===== src/rtl/ram_arbiter_pkg.sv =====
// Shared types for the data-RAM arbiter and store-merge logic.
package ram_arbiter_pkg;

  localparam int BYTES     = 4;
  localparam int ADDR_BITS = 16;

  typedef logic [8*BYTES-1:0]   Word;
  typedef logic [ADDR_BITS-1:0] RamAddress;

  typedef enum logic [1:0] {
    BYTE = 2'd0,
    HALF = 2'd1,
    WORD = 2'd2
  } MemSize;

  typedef enum logic {
    IDLE   = 1'b0,
    RMW_WR = 1'b1
  } ArbState;

  // Word-aligned form of a byte address.
  function automatic RamAddress WORD_ADDRESS(input RamAddress a);
    return {a[ADDR_BITS-1:2], 2'b00};
  endfunction

  // Size 3 is reserved and is always rejected as misaligned.
  function automatic logic is_misaligned(input logic [1:0] size, input logic [1:0] lo);
    case (size)
      2'd0:    return 1'b0;
      2'd1:    return lo[0];
      2'd2:    return |lo;
      default: return 1'b1;
    endcase
  endfunction

endpackage


===== src/rtl/ram_arbiter_store_merge.sv =====
// Combinational merge of sub-word store data into an existing word.
// Data is right-justified; lane selects the target byte (or half via lane[1]).
module ram_arbiter_store_merge
  import ram_arbiter_pkg::*;
(
  input  Word        old_word,
  input  Word        wdata,
  input  MemSize     size,
  input  logic [1:0] lane,
  output Word        merged
);

  // Replace only the addressed lane(s); a word size passes wdata through.
  always_comb begin
    merged = old_word;
    case (size)
      BYTE:    merged[{lane, 3'b000} +: 8]         = wdata[7:0];
      HALF:    merged[{lane[1], 4'b0000} +: 16]    = wdata[15:0];
      default: merged                              = wdata;
    endcase
  end

endmodule


===== src/rtl/ram_arbiter.sv =====
// Single-port data-RAM arbiter: D (load/store) beats I (fetch), sub-word
// stores become a two-cycle read-modify-write.
// Optional macro RAM_ARBITER_STATS_EN adds stall / RMW counters and dump_stats.
module ram_arbiter
  import ram_arbiter_pkg::*;
#(
  parameter int STALL_CNT_WIDTH = 32
) (
  input  logic              clk,
  input  logic              reset,
  input  logic              i_req,
  input  logic [15:0]       i_addr,
  output logic              i_ready,
  output logic [31:0]       i_data,
  input  logic              d_req,
  input  logic              d_we,
  input  logic [1:0]        d_size,
  input  logic [15:0]       d_addr,
  input  logic [31:0]       d_wdata,
  output logic              d_ready,
  output logic [31:0]       d_rdata,
  output logic              d_misaligned,
  output logic              ram_we,
  output logic [15:0]       ram_address,
  output logic [31:0]       ram_in,
  input  logic [31:0]       ram_out
);

  ArbState state;
  Word     merge_q;
  Word     merged;
  logic    rmw_start;
  logic    d_bad;

  assign d_bad   = is_misaligned(d_size, d_addr[1:0]);
  assign i_data  = ram_out;
  assign d_rdata = ram_out;

  ram_arbiter_store_merge u_merge (
    .old_word (ram_out),
    .wdata    (d_wdata),
    .size     (MemSize'(d_size)),
    .lane     (d_addr[1:0]),
    .merged   (merged)
  );

  // Per-cycle RAM port steering; D always wins, I only gets idle cycles.
  always_comb begin
    ram_we       = 1'b0;
    ram_address  = i_addr;
    ram_in       = d_wdata;
    i_ready      = 1'b0;
    d_ready      = 1'b0;
    d_misaligned = 1'b0;
    rmw_start    = 1'b0;
    if (reset) begin
      // everything held quiet; a pending RMW write is dropped
    end else if (state == RMW_WR) begin
      ram_address = d_addr;
      ram_we      = 1'b1;
      ram_in      = merge_q;
      d_ready     = 1'b1;
    end else if (d_req && !d_bad) begin
      ram_address = d_addr;
      if (!d_we) begin
        d_ready = 1'b1;
      end else if (d_size == WORD) begin
        ram_we  = 1'b1;
        d_ready = 1'b1;
      end else begin
        rmw_start = 1'b1;
      end
    end else begin
      // Rejected D never touches the RAM, so a fetch can share the cycle.
      if (d_req) begin
        d_ready      = 1'b1;
        d_misaligned = 1'b1;
      end
      i_ready = i_req;
    end
  end

  // State and merge register: RMW read cycle captures the merged word.
  always_ff @(posedge clk) begin
    if (reset) begin
      state   <= IDLE;
      merge_q <= '0;
    end else if (rmw_start) begin
      state   <= RMW_WR;
      merge_q <= merged;
    end else begin
      state   <= IDLE;
    end
  end

`ifdef RAM_ARBITER_STATS_EN
  logic [STALL_CNT_WIDTH-1:0] i_stall_cnt;
  logic [STALL_CNT_WIDTH-1:0] rmw_cnt;

  // Saturating activity counters.
  always_ff @(posedge clk) begin
    if (reset) begin
      i_stall_cnt <= '0;
      rmw_cnt     <= '0;
    end else begin
      if (i_req && !i_ready && !(&i_stall_cnt)) i_stall_cnt <= i_stall_cnt + 1'b1;
      if (rmw_start && !(&rmw_cnt))             rmw_cnt     <= rmw_cnt + 1'b1;
    end
  end

  task automatic dump_stats;
    $display("ram_arbiter stats: i_stall_cnt=%0d rmw_cnt=%0d", i_stall_cnt, rmw_cnt);
  endtask
`endif

endmodule


===== config.mk =====
export PLATFORM = sky130hd
export DESIGN_NAME = ram_arbiter
export DESIGN_NICKNAME = d
export VERILOG_FILES = /design/src/rtl/ram_arbiter_pkg.sv /design/src/rtl/ram_arbiter_store_merge.sv /design/src/rtl/ram_arbiter.sv
export SDC_FILE = /design/constraint.sdc
export NUM_CORES = 1
export LEC_CHECK = 0
export ABC_AREA = 0
export CAP_MARGIN = 20
export CORE_ASPECT_RATIO = 1.75
export CORE_MARGIN = 3
export CORE_UTILIZATION = 37
export DETAILED_ROUTE_END_ITERATION = 10
export HOLD_SLACK_MARGIN = 0.12
export PLACE_DENSITY = 0.83
export SYNTH_ARGS = -nofsm -noshare
export SYNTH_HDL_FRONTEND = slang
export SYNTH_SLANG_ARGS = --single-unit

===== constraint.sdc =====
create_clock -name clk -period 3.45 [get_ports clk]
set_clock_uncertainty 0.1 [all_clocks]
set_input_delay 0.69 -clock clk [delete_from_list [all_inputs] [get_ports clk]]
set_output_delay 0.69 -clock clk [all_outputs]
set_load 0.01 [all_outputs]

==> results.toml <==
[status]
status = "finished clean"

[global_route]
overflow = 0
grt_usage_pct = 24.5
grt_max_degree = 50
grt_pass1_vias = 3552
grt_pass1_wl_mm = 19.2
antenna_found_initial = 1
globalRouteMet2Util_pct = 43.9
use_met3_pct = 4.49
grt.met1_usage_pct = 28.1
top_usage_layer = "met2"

[critical_path]
worstPathRequired_ns = 2.66
reg2reg_depth = 6
startpoint = "d_size[0]"
end_kind = "output port"
r2r_start = "state"
crit_end = "ram_address[8]"
reg2reg_setup_slack_ns = 1.50
critPathLaunchType = "primary input"
regToRegEndpoint = "merge_q[12]"
cp.arrival_ns = 2.50
worstPathMaxFanout = 8
path_class = "primary input to output port"

[sta]
grt_setup_unrepaired = "false"
finalHoldViolCount = 0
final_max_slew_viol_count = 0
fin_crit_ns = 3.29
fin_crit_sh_pct = 95.4
fmax_mhz = 304
worst_pin_slew_ns = 0.648
setup_violations = 0
relSlewSlack_pct = 56.6
holdWs_ns = 0.392

[layout]
seq_area_sq_um = 661
fillCellCount = 748
multi_input_area_sq_mm = 0.00194
syn2layout_area_growth_pct = 60.0
fin_nets = 632
fin_area_sq_mm = 0.00523
drive_gt1_share_pct = 20.0

[synth]
synth-edff-count = 0
ys.flop_type = "dfxtp_1"
synth.top_cells.by_count = "buf_4 (67), nor2_1 (43), mux2_2 (36), dfxtp_1 (33), a221oi_1 (23)"
synthArstFlopShare_pct = 0
syn_avg_cell_area_sq_um = 8.86
ys_types = 40
seq_area_frac_synth_pct = 20.2
synthCells = 369
synth_area_leaders = "dfxtp_1 (20%), buf_4 (15%), mux2_2 (12%), a221oi_1 (6.2%), nor2_1 (4.9%)"
syn-cell-area_sq_mm = 0.00327
yosys.area.top_type = "dfxtp_1"
yosys_warnings = 0
ys_seq_elements = 33
synth_top_area_share_pct = 20.2
syn-num-nets = 477
post-synth-top-count-cell = "buf_4"

[floorplanning]
ios = 219
core_area_sq_mm = 0.00842
dieArea_sq_mm = 0.0100
die_h_um = 130
fp.dieW_um = 77.0
rows = 44
initial_core_util_pct = 38.8

[detailed_routing]
dr.pass1.iters = 4
wire_per_inst_um = 20.2
wl_mm = 13.0
viasPerCell = 5.32
route.detailed.drc = 0
ant_nets = 0
via_count = 3404
drtIter0Drc = 232

[clock_network]
cts_tree = "done"
worstSkewPairLatency_ns = 0.27
cts_made_buffers = 5
cts_buffer_depth = 2
cts_root_buf = "clkbuf_16"
cts.clk_slew.worst_paths_ns = 0.05
cts.sinks = 33
h-tree-depth = 2

[placed_design]
dp_hpwl_mm = 10.0
post_dp_cell_area_sq_mm = 0.00511
io_buffers = 218
finalWeightedCongestion = 1.01

[power]
power_density_mw_per_mm2 = 265
ir_drop_mv = 0.208
leakage_nw = 1.96

[run]
maxCapViolCount = 0

[worst_hold_path]
min_path_type = "register to register"
-- layer usage --
layer / share of wire [%] / wire [um]
met5: 0 / 0
met4: 4.2 / 548
met3: 5.3 / 692
met2: 52 / 6770
met1: 38 / 4950
-- worst max-delay path, cell delays in order --
cell             delay (ns)
clkdlybuf4s50_1        0.51
a21oi_4                0.20
o21ai_2                0.10
a21oi_4                0.17
buf_12                 0.14
buf_12                 0.11
mux2_1                 0.32
clkdlybuf4s15_2        0.23
-- cell type report --
type | count | area share, %
antenna | 1 | 0.0478
clock buffer | 7 | 2.73
inverter | 6 | 0.526
multi-input combinational | 239 | 37.1
sequential | 33 | 12.6
tap | 115 | 2.75
timing repair buffer | 239 | 44.3
-- flip-flops by register name (all words and copies together) (netlist names) --
| name | count |
|---|---|
| merge_q | 32 |
| state | 1 |
-- cells by family (layout without fill, tap and decap cells) --
| logic type | count (synthesis) | in the layout | share of synthesized area, % |
|---|---|---|---|
| adder cells (fa/ha/maj) | 5 | 5 | 1.91 |
| AO/OA/AOI/OAI | 72 | 72 | 20.0 |
| multiplexers | 58 | 58 | 19.6 |
| flip-flops | 33 | 33 | 20.2 |
| buffers and inverters | 97 | 252 | 20.5 |
| other | 0 | 1 | 0 |
| AND/OR/NAND/NOR | 104 | 104 | 17.8 |
-- how the worst min path moves through the flow --
stage,start,end,slack (ns),depth (start not counted)
floorplan,merge_q[5],merge_q[5],0.36,2
global placement,merge_q[5],merge_q[5],0.37,2
detailed placement,merge_q[7],merge_q[7],0.39,2
CTS,merge_q[7],merge_q[7],0.40,2
global route,merge_q[19],merge_q[19],0.42,2
finish,merge_q[7],merge_q[7],0.39,2
-- through the flow --
stage	util (%)	power, mW	setup WS [ns]	setup TNS [ns]	std cells
floorplan	-	0.664	0.245	0	369
global placement	60.7	0.948	-0.136	-2.00	630
detailed placement	60.7	0.956	-0.218	-3.13	630
CTS	62.0	1.39	-0.0699	-0.0699	639
global route	62.1	1.44	0.107	0	640
finish	62.1	1.38	0.159	0	640
-- where the power goes --
group | switching, mW | internal [mW] | total, mW
Sequential | 0.00590 | 0.393 | 0.399
Clock | 0.158 | 0.283 | 0.441
Combinational | 0.235 | 0.308 | 0.544
-- placed cells by master, fill, tap and decap left out, types with 2 or more instances in the layout --
cell | netlist | layout
mux2i_1 | 10 | 10
a211oi_1 | 9 | 9
a221oi_1 | 23 | 23
nand3_1 | 7 | 7
a311oi_2 | 8 | 8
clkdlybuf4s50_1 | 0 | 199
a21oi_1 | 3 | 3
a21oi_4 | 2 | 2
buf_4 | 67 | 18
nor3_2 | 11 | 11
dlygate4sd2_1 | 0 | 5
and3b_1 | 2 | 2
a21boi_0 | 8 | 8
nor2_1 | 43 | 43
nand4_1 | 8 | 8
a32o_1 | 9 | 9
nand2b_1 | 4 | 4
clkbuf_16 | 0 | 5
ha_1 | 5 | 5
mux2_2 | 36 | 36
inv_1 | 4 | 4
mux2_1 | 12 | 12
nand2_1 | 11 | 11
buf_2 | 9 | 12
nor3_1 | 6 | 6
dfxtp_1 | 33 | 33
and3_1 | 4 | 4
buf_12 | 0 | 3
a31oi_1 | 8 | 8
-- what timing repair did --
action	CTS	global route
hold buffers	0	0
setup buffers	2	0
cloned	0	0
resized for setup	52	1
pin swaps	2	1
setup endpoints to repair	16	17
(Power assumes the default switching activity.)
